<file path="src/rtl/pipelined_csel_adder_pkg.sv">
// pipelined_csel_adder_pkg: segment count and stage-record field widths
package pipelined_csel_adder_pkg;
  localparam int CARRY_W = 1;
  function automatic int nseg(input int width, input int seg_w);
    return width / seg_w;
  endfunction
  function automatic int done_w(input int k, input int seg_w);
    return (k + 1) * seg_w;
  endfunction
  function automatic int rem_w(input int width, input int k, input int seg_w);
    return width - (k + 1) * seg_w;
  endfunction
endpackage

</file>
<file path="src/rtl/pipelined_csel_adder_csel_segment.sv">
// csel_segment: one carry-select segment built from two ripple chains
module csel_segment #(
  parameter int SEG_W = 8
) (
  input  logic [SEG_W-1:0] a,
  input  logic [SEG_W-1:0] b,
  input  logic             ci,
  output logic [SEG_W-1:0] s,
  output logic             co,
  output logic             cm
);
  logic [SEG_W-1:0] s0, s1;
  logic [SEG_W:0] k0, k1;
  always_comb begin
    k0[0] = 1'b0;
    k1[0] = 1'b1;
    for (int i = 0; i < SEG_W; i++) begin
      s0[i] = a[i] ^ b[i] ^ k0[i];
      s1[i] = a[i] ^ b[i] ^ k1[i];
      k0[i+1] = (a[i] & b[i]) | (k0[i] & (a[i] ^ b[i]));
      k1[i+1] = (a[i] & b[i]) | (k1[i] & (a[i] ^ b[i]));
    end
  end
  assign s  = ci ? s1 : s0;
  assign co = ci ? k1[SEG_W] : k0[SEG_W];
  assign cm = ci ? k1[SEG_W-1] : k0[SEG_W-1];
endmodule

</file>
<file path="src/rtl/pipelined_csel_adder.sv">
// pipelined_csel_adder: valid/ready pipelined carry-select adder/subtractor, one segment per stage
module pipelined_csel_adder
  import pipelined_csel_adder_pkg::*;
#(
  parameter int WIDTH = 32,
  parameter int SEG_W = 8
) (
  input  logic             clk,
  input  logic             rst_n,
  input  logic             in_valid,
  output logic             in_ready,
  input  logic [WIDTH-1:0] a,
  input  logic [WIDTH-1:0] b,
  input  logic             cin,
  input  logic             sub,
  output logic             out_valid,
  input  logic             out_ready,
  output logic [WIDTH-1:0] sum,
  output logic             cout,
  output logic             ovf
);
  localparam int NSEG = nseg(WIDTH, SEG_W);
  if (WIDTH % SEG_W != 0 || WIDTH < SEG_W) begin : g_bad_width
    $error("WIDTH must be a positive multiple of SEG_W");
  end
  logic [NSEG-1:0] v_q, c_q, up_v, up_c, seg_c;
  logic [NSEG:0] rdy;
  logic [WIDTH-1:0] s_q [NSEG], a_q [NSEG], b_q [NSEG];
  logic [WIDTH-1:0] up_s [NSEG], up_a [NSEG], up_b [NSEG];
  logic [SEG_W-1:0] seg_s [NSEG];
  logic seg_m [NSEG];
  logic ovf_q;
  always_comb begin
    rdy[NSEG] = out_ready;
    for (int k = NSEG - 1; k >= 0; k--) rdy[k] = !v_q[k] || rdy[k+1];
  end
  for (genvar k = 0; k < NSEG; k++) begin : g_seg
    if (k == 0) begin : g_in
      assign up_v[k] = in_valid;
      assign up_c[k] = sub | cin;
      assign up_s[k] = '0;
      assign up_a[k] = a;
      assign up_b[k] = sub ? ~b : b;
    end else begin : g_pipe
      assign up_v[k] = v_q[k-1];
      assign up_c[k] = c_q[k-1];
      assign up_s[k] = s_q[k-1];
      assign up_a[k] = a_q[k-1];
      assign up_b[k] = b_q[k-1];
    end
    csel_segment #(.SEG_W(SEG_W)) u_seg (
      .a  (up_a[k][k*SEG_W +: SEG_W]),
      .b  (up_b[k][k*SEG_W +: SEG_W]),
      .ci (up_c[k]),
      .s  (seg_s[k]),
      .co (seg_c[k]),
      .cm (seg_m[k])
    );
  end
  // each stage advances only when its slot is free or its occupant moves on
  always_ff @(posedge clk) begin
    if (!rst_n) begin
      v_q   <= '0;
      c_q   <= '0;
      ovf_q <= 1'b0;
      for (int k = 0; k < NSEG; k++) begin
        s_q[k] <= '0;
        a_q[k] <= '0;
        b_q[k] <= '0;
      end
    end else begin
      for (int k = 0; k < NSEG; k++) begin
        if (rdy[k]) begin
          v_q[k] <= up_v[k];
          c_q[k] <= seg_c[k];
          s_q[k] <= up_s[k] | (WIDTH'(seg_s[k]) << (k * SEG_W));
          a_q[k] <= up_a[k];
          b_q[k] <= up_b[k];
          if (k == NSEG - 1) ovf_q <= seg_m[k] ^ seg_c[k];
        end
      end
    end
  end
  assign in_ready  = rdy[0];
  assign out_valid = v_q[NSEG-1];
  assign sum       = s_q[NSEG-1];
  assign cout      = c_q[NSEG-1];
  assign ovf       = ovf_q;
endmodule

</file>
<file path="config.mk">
export PLATFORM = sky130hd
export DESIGN_NAME = pipelined_csel_adder
export DESIGN_NICKNAME = d
export VERILOG_FILES = /design/src/rtl/pipelined_csel_adder_pkg.sv /design/src/rtl/pipelined_csel_adder_csel_segment.sv /design/src/rtl/pipelined_csel_adder.sv
export SDC_FILE = /design/constraint.sdc
export NUM_CORES = 1
export LEC_CHECK = 0
export ABC_AREA = 1
export BUFFER_PORTS_ARGS = -buffer_cell sky130_fd_sc_hd__buf_2
export CAP_MARGIN = 5
export CELL_PAD_IN_SITES_DETAIL_PLACEMENT = 2
export CELL_PAD_IN_SITES_GLOBAL_PLACEMENT = 2
export CORE_MARGIN = 2
export CORE_UTILIZATION = 26
export CTS_CLUSTER_DIAMETER = 150
export DETAILED_ROUTE_END_ITERATION = 10
export PLACE_DENSITY = 0.65
export SYNTH_ARGS = -nofsm -noshare
export SYNTH_HDL_FRONTEND = slang
export SYNTH_HIERARCHICAL = 1
export SYNTH_SLANG_ARGS = --single-unit
</file>
<file path="constraint.sdc">
create_clock -name clk -period 9.6 [get_ports clk]
set_clock_uncertainty 0.05 [all_clocks]
set_input_delay 0 -clock clk [delete_from_list [all_inputs] [get_ports clk]]
set_output_delay 0 -clock clk [all_outputs]
set_load 0.005 [all_outputs]
</file>
# [Word level (Yosys, flattened, before mapping)]
# Memory sizes are Yosys's and may differ from the RTL's.
# Index checks and enable logic that the tools add are counted.
[op_classes] n_reduce_logical=8 n_bitwise=258 muxes=35
[op_table] operator="$mux W32" n=13
[op_table] operator="$xor A1 B1 Y1" n=89
[op_table] operator="$and A1 B1 Y1" n=88
[op_table] operator="$or A1 B1 Y1" n=73
[op_table] operator="$mux W8" n=4
[op_table] operator="$not A32 Y32" n=1
[op_table] operator="$or A32 B16 Y32" n=1
[op_table] operator="$or A32 B24 Y32" n=1
[op_table] operator="$or A32 B32 Y32" n=1
[op_table] operator="$mux W1" n=18
[op_table] operator="$logic_not A1 Y1" n=4
[op_table] operator="$logic_or A1 B1 Y1" n=4
[op_table] operator="$not A1 Y1" n=4
[totals] n_memories=3 regBits=9 ramBits=384 elab_cells=313
[mem_list] memory="a_q" depth=4 word_bits=32 read_ports=3 rd_ports_with_merged_regs=0 wr=4 line="pipelined_csel_adder.sv:28" text="logic [WIDTH-1:0] s_q [NSEG], a_q [NSEG], b_q [NSEG];"
[mem_list] memory="b_q" depth=4 word_bits=32 read_ports=3 rd_ports_with_merged_regs=0 wr=4 line="pipelined_csel_adder.sv:28"
[mem_list] memory="s_q" depth=4 word_bits=32 read_ports=4 rd_ports_with_merged_regs=0 wr=4 line="pipelined_csel_adder.sv:28"

# [Depth between registers and ports, before layout]
# Gate-level depths: netlist of run 1.
[depth] ltp_word=19 depth_mapped=21 ltp_nobuf=19

# [By module]
# The synthesis of run 1 kept the hierarchy.
[modules_own_cells] mod="pipelined_csel_adder" n_inst=1 cells_each=611 area_per_inst_um2=7347.0
[modules_own_cells] mod="csel_segment" n_inst=4 cells_each=30 area_per_inst_um2=244.0

# [Worst setup path before layout of run 1]
# Ideal clock, no wire load.
[synth_timing] kind="in2reg" startpoint="input sub" endpoint="memory s_q[0][7], data pin" cell_stages=21 required_ns=9.298 setup_time_ns=0.252 path_slack_ns=6.004 arrival_ns=3.294 cell_sequence="buf_2 > buf_2 > xor2_1 > inv_1 > ha_1 > inv_1 > nand2_1 > nand2_1 > fa_1 > fa_1 > inv_1 > fa_1 > inv_1 > fa_1 > fa_1 > inv_1 > fa_1 > inv_1 > fa_1 > inv_1 > nor2_1"
[synth_rtl] item="start: declaration" line="pipelined_csel_adder.sv:15" text="input logic sub,"
[synth_rtl] item="end: declaration" line="pipelined_csel_adder.sv:28"

==> results of run 1 <==
## metrics by stage
stage	setup slack [ns]	cell area [µm²]	util, %	cells
2_1_floorplan	6.00	8320	-	731
3_3_place_gp	5.39	9230	29.2	1220
3_5_place_dp	5.28	9230	29.2	1220
4_1_cts	5.40	10400	33.0	1308
5_1_grt	5.25	10400	33.0	1308
6_report	5.47	10400	33.0	1308
## state kept, by name, summed over array words and instances (netlist names)
name / count
s_q: 80
a_q: 48
b_q: 48
c_q: 4
v_q: 4
ovf: 1
## kinds of logic (layout without fill, tap and decap cells)
group,after synthesis,in the layout,share of synthesized area (%)
flops,185,185,65.7
simple gates,231,231,10.8
compound gates,5,5,0.301
xor+xnor,33,33,3.47
buf+inv,241,416,11.8
fa+ha+maj,36,36,7.94
## cells in the mapped netlist
library cell    n  area share, %
a21oi_1         4           0.24
buf_2          11           0.66
buf_4           1          0.090
buf_6           7           0.95
buf_8           1           0.18
clkbuf_1        3           0.14
dfxtp_1         9            2.2
edfxtp_1      176             63
fa_1           28            6.7
ha_1            8            1.2
inv_1         217            9.8
inv_2           1          0.045
nand2_1        44            2.0
nand2_2         1          0.075
nand3_1         5           0.30
nand4_2         1           0.15
nor2_1        177            8.0
nor2_2          1          0.075
nor2_4          1           0.14
o21ai_0         1          0.060
or2_2           1          0.075
xnor2_1        25            2.6
xor2_1          8           0.84
## area by class of cell
type | instances | area (µm²)
fill | 3405 | 21100
sequential | 185 | 5470
multi-input combinational | 305 | 1880
timing repair buffer | 166 | 1120
inverter | 218 | 818
tap | 402 | 503
clock buffer | 18 | 429
clock inverter | 14 | 195
## worst min-delay path: cells and delay by family
kind                       cells  cell delay (ns)
adders and majority gates      1             0.16
buffers and inverters          2             0.14
and+or+nand+nor                1             0.11
## worst max-delay path by stage
| stage | startpoint | end | slack (ns) | depth (start not counted) |
|---|---|---|---|---|
| 2_1_floorplan | sub | s_q[0][7]$_SDFFCE_PN0P_ | 6.00 | 21 |
| 3_3_place_gp | sub | s_q[0][7]$_SDFFCE_PN0P_ | 5.39 | 20 |
| 3_5_place_dp | sub | s_q[0][7]$_SDFFCE_PN0P_ | 5.28 | 20 |
| 4_1_cts | a_q[0][88]$_SDFFCE_PN0P_ | c_q[3]$_SDFFE_PN0P_ | 5.40 | 19 |
| 5_1_grt | a_q[0][88]$_SDFFCE_PN0P_ | c_q[3]$_SDFFE_PN0P_ | 5.25 | 19 |
| 6_report | a_q[0][88]$_SDFFCE_PN0P_ | c_q[3]$_SDFFE_PN0P_ | 5.47 | 19 |
## power groups by stage
stage	clock network, mW	registers [mW]	logic (mW)
global route	0.795	0.959	0.186
global placement	0	0.969	0.136
floorplan	0	0.964	0.0932
finish	0.743	0.953	0.157
detailed placement	0	0.972	0.143
CTS	0.764	0.955	0.162
## layer usage
metal / vias up / share of wire (%)
li1: 2487 / -
met1: 2385 / 47
met2: 88 / 49
met3: 11 / 2.7
met4: 0 / 0.98
met5: - / 0
==> impl_results.md, run 1 <==
* Status: complete, no violations
* CTS resizes at 0
* Register-to-register path setup slack at approximately 5.5 ns
* Maximum fanout along the worst path at 2
* Hold WC Path Type: in -> reg
* TritonCTS clock tree: done
* Latest clock arrival within the worst-skew pair at about 0.43 ns
* Vias at 4971
* Final HPWL DP at roughly 12 mm
* IO Pins at roughly 110
* RSZ-0062 raised after global routing: no
* Top Usage Layer GRT: met2
* Die W at between 150 and 200 µm
* Largest net degree at the start of global routing at 57
* Req. time, crit path at around 9.9 ns
* Reg clk slew, reported paths at roughly 0.070 ns
* Overall power after layout at around 1.9 mW
* Post-CTS setup buffer count at 0
* Final hold violations at 0
* Ys Warns at 6
* Max rail drop VDD at 0.0955 mV
* Hold_ws at between 0.03 and 0.04 ns
* Sequential fraction of the synthesis area at between 60% and 70%
* H-tree lvl count at 4
* CTS buffer count at 17
* CTS Hold Bufs at between 50 and 60
* Port buffer count at between 100 and 150
* Routed Antenna Nets at 0
* Gp weighted congestion at 0.713
* Met3 usage at about 2.4%
* Iter 0 DRT Violations at between 100 and 150
* Routed Wire Length at around 18 mm
* Seq cells post-synth at ~190
* Vias per cell at ~3.8
* Die H at 183 µm
* Mapped Area at 8320 µm²
* Syn nets at around 840
* Total grt overflow at 0
* Root Driver: clkbuf_16
* Net Sw Power at 0.411 mW
* Final Cycle Share at approximately 43%
* CP arrival at between 4 and 5 ns
* Slew headroom at about a fifth
* Critical Path Sink Type: flip-flop
* Hold Path Origin: a[2]
* Commonest non-fill, non-tap cells in the layout: inv_1 (217), nor2_1 (177), edfxtp_1 (176), buf_2 (105), dlygate4sd3_1 (56)
* F_max at between 200 and 250 MHz
* Number of max-cap violations at 0
* Antenna Cells at 0
* Full die area at 33500 µm²
* Count of different cell masters after synthesis at 23
* Power share of the clock group at roughly two fifths
* Vias in the first global route at between 5000 and 6000
* Initial antenna violation count at 0
* Pint at 1.44 mW
* Total track usage at a little under an eighth
* DRC at 0
* Worst path slowest cell: dlygate4sd3_1
* Max stage delay on crit path at approximately 0.54 ns
* Fraction of layout cells with a size suffix above 1 at 16.4%
* Seq pwr share at 51.4%
* Reg-to-reg startpoint: a_q[0][88]$_SDFFCE_PN0P_
* Cell Rows at between 60 and 70
* Static leakage at 4.73 nW
* Final setup violation count at 0
* DR pass1 iterations at 4
* Area delta synth->final at 25.1%
* Gate count after technology mapping at about 730
* WP buf/inv at 7
* Fin Setup TNS at 0 ns
* WS Path Type: reg -> reg
* Met2 Usage GRT at 19.7%
* Sw frac at around 22%
* CTS max path bufs at 2
* # clock sinks at 185
* WL/cell at 13.6 µm
* CP top delay family: adder cells
* Initial Util at between 20% and 30%
* Core area at about 32000 µm²
* Worst r2r dst: c_q[3]$_SDFFE_PN0P_
* CP Cell Sequence: inv_1 -> ha_1 -> inv_1 -> nand2_1 -> nand2_1 -> fa_1 -> fa_1 -> inv_1 -> fa_1 -> inv_1 -> fa_1 -> fa_1 -> inv_1 -> fa_1 -> inv_1 -> fa_1 -> nand2_1 -> a21oi_1 -> dlygate4sd3_1
* Cell Pwr Density at between 150 and 200 nW/µm²
* Worst reg2reg path depth at 19
* Worst Hold Path Cells at 4
* Hold EP: s_q[0][2]$_SDFFCE_PN0P_
* Commonest non-fill, non-tap cell in the layout: inv_1
* Post-Syn Area per Cell at between 10 and 15 µm²
* Max Slew Vio Count at 0
* Startpoint types: flip-flop
* Worst slew pin tran at between 1 and 1.5 ns
* Nets@finish at 999
* Most frequent CP cell: fa_1
* First-pass GRT wire length at 29.8 mm
* Routing usage on met1 at around 15%
* Minimum clock period at ~4.1 ns
* Logic pwr share at under 10%
(Power assumes the default switching activity.)
==> inputs of run 2 (changes only) <==
Settings changed: ABC_AREA 1 to 0, PLACE_DENSITY 0.65 to 0.62.
Clock period 9.6 ns to 3.9 ns, I/O delays scaled along.
==> run 2 against run 1 <==
Non-clock buffer count fell by 2. Hold slack got worse by 0.026 ns. First-iteration DRC count rose by 44%. Critical path depth fell by 2. Clock-buffer cell count fell by 1. Global-route usage fell by 0.65 points. Critical path type unchanged. Largest cell class unchanged.
==> impl_results.md, run 2 <==
* Status: complete, no violations
* F_max at 265 MHz (+9.6%)
* Top Usage Layer GRT: met2
* Slew headroom at 24.7% (+3.7 points)
* CTS max path bufs at 2 (unchanged)
* Static leakage at 4.66 nW (-1.5%)
* Hold Path Origin: a[5]
* Maximum fanout along the worst path at 2 (unchanged)
* Syn nets at 660 (-21%)
* Final HPWL DP at 12.2 mm (-1.6%)
* Initial antenna violation count at 0 (unchanged)
* Reg with most FFs: s_q
* TritonCTS clock tree: done
* WL/cell at 15.3 µm (+12%)
* Total grt overflow at 0 (unchanged)
* Number of max-cap violations at 0 (unchanged)
* DRC at 0 (unchanged)
* Synth area leaders: edfxtp_1 (64%), fa_1 (6.8%), and3_1 (6.1%)
* Minimum clock period at 3.77 ns (-0.363 ns)
* Reg clk slew, reported paths at 0.07 ns (about the same)
* Met2 Usage GRT at 19.6% (-0.17 points)
* Ys flop type: edfxtp_1
* Hold_ws at 0.00916 ns (-0.0261 ns)
* H-tree lvl count at 4 (unchanged)
* Die H at 182 µm (-0.76%)
* Die W at 182 µm (-0.76%)
* Worst reg2reg path depth at 17 (-2)
* DR pass1 iterations at 4 (unchanged)
* Final hold violations at 0 (unchanged)
* IO Pins at 106 (unchanged)
* Fraction of layout cells with a size suffix above 1 at 27.5% (+11 points)
* WS Path Type: reg -> reg
* CTS buffer count at 17 (unchanged)
* Share of Yosys cell area claimed by the top area cell type at 64.5% (+1.0 points)
* Initial Util at 26.2% (-0.21 points)
* Area delta synth->final at 25.3%
* Vias in the first global route at 4919 (-12%)
* Gp weighted congestion at 0.696 (-2.3%)
* Commonest non-fill, non-tap cell in the layout: edfxtp_1
* Req. time, crit path at 4.18 ns (-5.69 ns)
* Commonest non-fill, non-tap cells in the layout: edfxtp_1 (176), buf_2 (105), and3_1 (80), dlygate4sd3_1 (53), inv_1 (49)
* Root Driver: clkbuf_16
* Critical Path Sink Type: flip-flop
* EDFF count, synth at 176 (unchanged)
* Asr flop ratio synth at 0% (unchanged)
* Core area at 31300 µm² (-0.77%)
* Top flop regs: s_q: 80 flops, a_q: 48 flops, b_q: 48 flops
* Ys Warns at 6 (unchanged)
* Gate count after technology mapping at 554 (-24%)
* Sequential fraction of the synthesis area at 66.7% (+1.0 points)
* Count leader, synth: edfxtp_1
* Post-Syn Area per Cell at 14.8 µm² (+30%)
* Max Slew Vio Count at 0 (unchanged)
* Full die area at 33000 µm² (-1.5%)
* Reg-to-reg startpoint: b_q[0][88]$_SDFFCE_PN0P_
* Port buffer count at 105 (unchanged)
* Final setup violation count at 0 (unchanged)
* Nets@finish at 812 (-19%)
* First-pass GRT wire length at 27.2 mm (-8.9%)
* Met3 usage at 2.51% (+0.10 points)
* Iter 0 DRT Violations at 215 (+44%)
* Vias per cell at 3.93 (+3.3%)
* Cell Rows at 65 (unchanged)
* Total track usage at 10.9% (-0.65 points)
* # clock sinks at 185 (unchanged)
* RSZ-0062 raised after global routing: yes
* Max reg flops at 80 (unchanged)
* Largest net degree at the start of global routing at 66 (+16%)
* CP arrival at 4.06 ns (-0.35 ns)
* Max rail drop VDD at 0.247 mV (+160%)
* Routing usage on met1 at 12.7% (-2.1 points)
* Mapped Area at 8190 µm² (-1.5%)
* Hold EP: s_q[0][5]$_SDFFCE_PN0P_
* Count of different cell masters after synthesis at 34 (+48%)
* Cell Pwr Density at 428 nW/µm² (+140%)
* Routed Antenna Nets at 0 (unchanged)
* Worst Hold Path Cells at 3 (-1)
* Vias at 4403 (-11%)
* Final Cycle Share at 96.7% (+54 points)
* Antenna Cells at 0 (unchanged)
* Worst r2r dst: ovf$_SDFFE_PN0P_
* Routed Wire Length at 17.2 mm (-3.6%)
* Worst slew pin tran at 1.12 ns (-0.0551 ns)
* Fin Setup TNS at 0 ns (unchanged)
* Register-to-register path setup slack at 0.13 ns (-5.34 ns)
* Hold WC Path Type: in -> reg
* Startpoint types: flip-flop
* Commonest cells post-synth: edfxtp_1 (176), and3_1 (80), inv_1 (53)
* Latest clock arrival within the worst-skew pair at 0.44 ns (about the same)
* Yosys top cell by area: edfxtp_1
* Seq cells post-synth at 185 (unchanged)
-- run 2: logic make-up (layout without fill, tap and decap cells) --
group	after synthesis	count (layout)	synth area share (%)
xor+xnor	37	37	3.95
mux	4	4	0.489
compound gates	11	11	1.22
fa+ha+maj	36	36	8.06
buf+inv	84	249	4.34
flops	185	185	66.7
simple gates	197	197	15.2
-- run 2: worst max path at each step --
stage	endpoint	slack, ns	depth (start not counted)	startpoint
2_1_floorplan	s_q[0][7]$_SDFFCE_PN0P_	0.29	18	sub
4_1_cts	ovf$_SDFFE_PN0P_	0.03	17	a_q[0][88]$_SDFFCE_PN0P_
5_1_grt	ovf$_SDFFE_PN0P_	-0.04	17	a_q[0][88]$_SDFFCE_PN0P_
3_3_place_gp	ovf$_SDFFE_PN0P_	0.20	17	a_q[0][88]$_SDFFCE_PN0P_
6_report	ovf$_SDFFE_PN0P_	0.13	17	b_q[0][88]$_SDFFCE_PN0P_
3_5_place_dp	ovf$_SDFFE_PN0P_	0.008	17	a_q[0][88]$_SDFFCE_PN0P_
-- run 2: what timing repair did --
item,CTS,global route
endpoints found under the setup margin,2,4
pin swaps,0,5
resized for setup,2,15
buffers inserted,0,0
hold buffers,53,0
hold endpoints to repair,54,0
-- run 2: power breakdown --
group	switching (mW)	leakage (nW)	total, mW	internal, mW
clock	0.826	0.287	1.68	0.857
combinational	0.165	2.20	0.367	0.202
sequential	0.0449	2.17	2.34	2.30
total	1.04	4.66	4.39	3.36
-- run 2: worst max-delay path, stage by stage, from the launching register on --
cell and delay [ns]:
edfxtp_1 0.42, ha_2 0.21, inv_1 0.06, mux2i_2 0.07, fa_2 0.39, fa_2 0.41
inv_2 0.07, fa_1 0.16, inv_1 0.05, fa_2 0.33, fa_2 0.34, inv_2 0.06
fa_2 0.18, inv_2 0.06, fa_2 0.42, xnor2_2 0.14, nand2_1 0.07, o211a_1 0.17
-- run 2: through the flow --
step | std cells | power, mW | cell area [µm²] | utilization (%) | setup WS [ns]
after CTS | 1121 | 4.45 | 10200 | 32.7 | 0.0293
after global placement | 1036 | 2.69 | 9120 | 29.1 | 0.199
after detailed placement | 1036 | 2.72 | 9120 | 29.1 | 0.00778
final | 1121 | 4.39 | 10300 | 32.8 | 0.130
after global routing | 1121 | 4.58 | 10300 | 32.8 | -0.0423
after floorplan | 554 | 2.58 | 8190 | - | 0.287
-- run 2: metal layers --
layer,wire [µm],up-vias
li1,-,2181
met1,7530,2129
met2,8930,77
met3,528,16
met4,212,0
met5,0,-
-- run 2: cell type report --
cell class              count  area (µm²)
flip-flops and latches    185        5470
multi-input cells         285        2420
inverters                  53         199
fillers                  3223       21000
well taps                 402         503
clock buffers              17         425
clock inverters            15         153
repair buffers            164        1100
==> inputs of run 3 (changes only) <==
Settings changed: ABC_AREA 0 to 1, PLACE_DENSITY 0.62 to 0.65.
==> run 3 against run 2 <==
Sequential power is essentially flat. Largest power group unchanged. Non-clock buffer count is 1 higher. Critical path depth up 1.
==> impl_results.md, run 3 (synthesis results as in run 1) <==
* Status: complete, no violations
* DR pass1 iterations at 4 (unchanged)
* Worst reg2reg path depth at 18 (+1)
* CP Cell Sequence: inv_1 -> ha_1 -> inv_1 -> nand2_1 -> nand2_1 -> fa_1 -> fa_1 -> inv_1 -> fa_1 -> inv_1 -> fa_2 -> fa_2 -> inv_1 -> fa_1 -> inv_1 -> fa_1 -> inv_1 -> nor2_1
* Worst slew pin tran at 1.19 ns (+0.0629 ns)
* Post-route non-filler standard cell count at 1308 (+17%)
* Total grt overflow at 0 (unchanged)
* Total track usage at 11.7% (+0.78 points)
* Die H at 183 µm (+0.77%)
* CP top delay family: adder cells
* Iter 0 DRT Violations at 205 (-4.7%)
* Crit path capture: s_q[1][15]$_SDFFCE_PN0P_
* IO Pins at 106 (unchanged)
* Fraction of layout cells with a size suffix above 1 at 17.9% (-9.6 points)
* Final Cell Area at 10400 µm² (+1.6%)
* CTS buffer count at 17 (unchanged)
* Final Cycle Share at 95.0% (-1.7 points)
* Area of the multi-input gates at 1900 µm² (-22%)
* Placed cell area at 9250 µm² (+1.5%)
* Minimum clock period at 3.70 ns (-0.0660 ns)
* Vias at 4987 (+13%)
* Reg area at 5470 µm² (unchanged)
* Commonest non-fill, non-tap cells in the layout: inv_1 (216), nor2_1 (177), edfxtp_1 (176), buf_2 (105), dlygate4sd3_1 (52)
* Core area at 31600 µm² (+0.78%)
* Root Driver: clkbuf_16
* CTS max path bufs at 2 (unchanged)
* Slew headroom at 20.5% (-4.2 points)
* # clock sinks at 185 (unchanged)
* Startpoint types: flip-flop
* Post-CTS setup buffer count at 0 (unchanged)
* Max rail drop VDD at 0.265 mV (+7.4%)
* Critical Path Sink Type: flip-flop
* Req. time, crit path at 4.01 ns (-0.17 ns)
* Initial antenna violation count at 1 (+1)
* WL/cell at 14.0 µm (-9.0%)
* Max Slew Vio Count at 0 (unchanged)
* WP buf/inv at 7 (+2)
* H-tree lvl count at 4 (unchanged)
* Nets@finish at 998 (+23%)
* Reg clk slew, reported paths at 0.07 ns (about the same)
* Max reg flops at 80 (unchanged)
* F_max at 270 MHz (+1.8%)
* Reg with most FFs: s_q
* Final HPWL DP at 12.3 mm (+0.99%)
* Worst path slowest cell: fa_1
* Initial Util at 26.4% (+0.21 points)
* Top flop regs: s_q: 80 flops, a_q: 48 flops, b_q: 48 flops
* Largest net degree at the start of global routing at 58 (-12%)
* Filler cells at 3452 (+7.1%)
* Critical path origin: b_q[0][8]$_SDFFCE_PN0P_
* Hold WC Path Type: in -> reg
* Full die area at 33500 µm² (+1.5%)
* Static leakage at 4.72 nW (+1.4%)
* Latest clock arrival within the worst-skew pair at 0.43 ns (about the same)
* Vias in the first global route at 5555 (+13%)
* Final hold violations at 0 (unchanged)
* DRC at 0 (unchanged)
* Number of max-cap violations at 0 (unchanged)
* Register-to-register path setup slack at 0.20 ns (+0.07 ns)
* Hold_ws at 0.0112 ns (+0.00202 ns)
* Cell Rows at 65 (unchanged)
* DP Cell Count at 1223 (+18%)
* Reg-to-reg startpoint: b_q[0][8]$_SDFFCE_PN0P_
* Commonest non-fill, non-tap cell in the layout: inv_1
* Cell Pwr Density at 442 nW/µm² (+3.2%)
* Routed Wire Length at 18.3 mm (+6.2%)
* Die W at 183 µm (+0.77%)
* Port buffer count at 105 (unchanged)
* Maximum fanout along the worst path at 2 (unchanged)
* Most frequent CP cell: inv_1
* Vias per cell at 3.81 (-2.9%)
* Max stage delay on crit path at 0.43 ns (about the same)
* Worst path depth at 18 (+1)
* Fin Setup TNS at 0 ns (unchanged)
* Routed Antenna Nets at 0 (unchanged)
* CP arrival at 3.82 ns (-0.24 ns)
* WS Path Type: reg -> reg
* First-pass GRT wire length at 30.1 mm (+11%)
* TritonCTS clock tree: done
* Area delta synth->final at 25.4% (about the same)
* Final setup violation count at 0 (unchanged)
* Gp weighted congestion at 0.672 (-3.5%)
* Worst r2r dst: s_q[1][15]$_SDFFCE_PN0P_
-- run 3: area by class of cell --
cell class | count | area share [%]
clock buffers | 17 | 4.08
repair buffers | 165 | 10.6
flip-flops and latches | 185 | 52.4
inverters | 218 | 7.84
clock inverters | 15 | 2.05
well taps | 402 | 4.82
diodes | 1 | 0.0240
multi-input cells | 305 | 18.2
-- run 3: power breakdown --
group | total, mW | internal [mW] | switching, mW
Clock | 1.87 | 1.09 | 0.780
Sequential | 2.35 | 2.30 | 0.0481
Combinational | 0.395 | 0.179 | 0.216
Total | 4.61 | 3.57 | 1.04
-- run 3: through the flow --
stage / setup WS (ns) / utilization (%) / total power, mW
3_3_place_gp: 0.278 / 29.3 / 2.73
3_5_place_dp: 0.164 / 29.3 / 2.75
5_1_grt: -0.00816 / 33.1 / 4.83
2_1_floorplan: 0.304 / - / 2.60
6_report: 0.196 / 33.1 / 4.61
4_1_cts: 0.0735 / 33.0 / 4.68
-- run 3: tightest hold or removal path, delay by kind of cell --
family	cells	cell delay (ns)
buffers and inverters	2	0.13
AND/OR/NAND/NOR	1	0.09
adder cells (fa/ha/maj)	1	0.16
-- run 3: routing by layer --
layer	global-route usage [%]	share of wire, %
met4	3.74	1.3
met3	2.68	3.6
met5	0	0
met2	20.1	50
met1	14.5	45
-- run 3: worst min path at each step --
stage,endpoint,startpoint,slack (ns),cells after the start
finish,s_q[0][1]$_SDFFCE_PN0P_,a[1],0.01,4
global route,s_q[0][4]$_SDFFCE_PN0P_,a[4],0.03,4
CTS,s_q[0][5]$_SDFFCE_PN0P_,a[5],0.001,4
detailed placement,v_q[0]$_SDFFE_PN0P_,in_valid,0.16,3
global placement,v_q[0]$_SDFFE_PN0P_,in_valid,0.15,3
floorplan,in_ready,out_ready,0.05,2
-- run 3: timing repair --
action,in CTS,in global routing
resized for setup,0,9
hold buffers,52,0
hold endpoints to repair,57,0
endpoints found under the setup margin,0,5
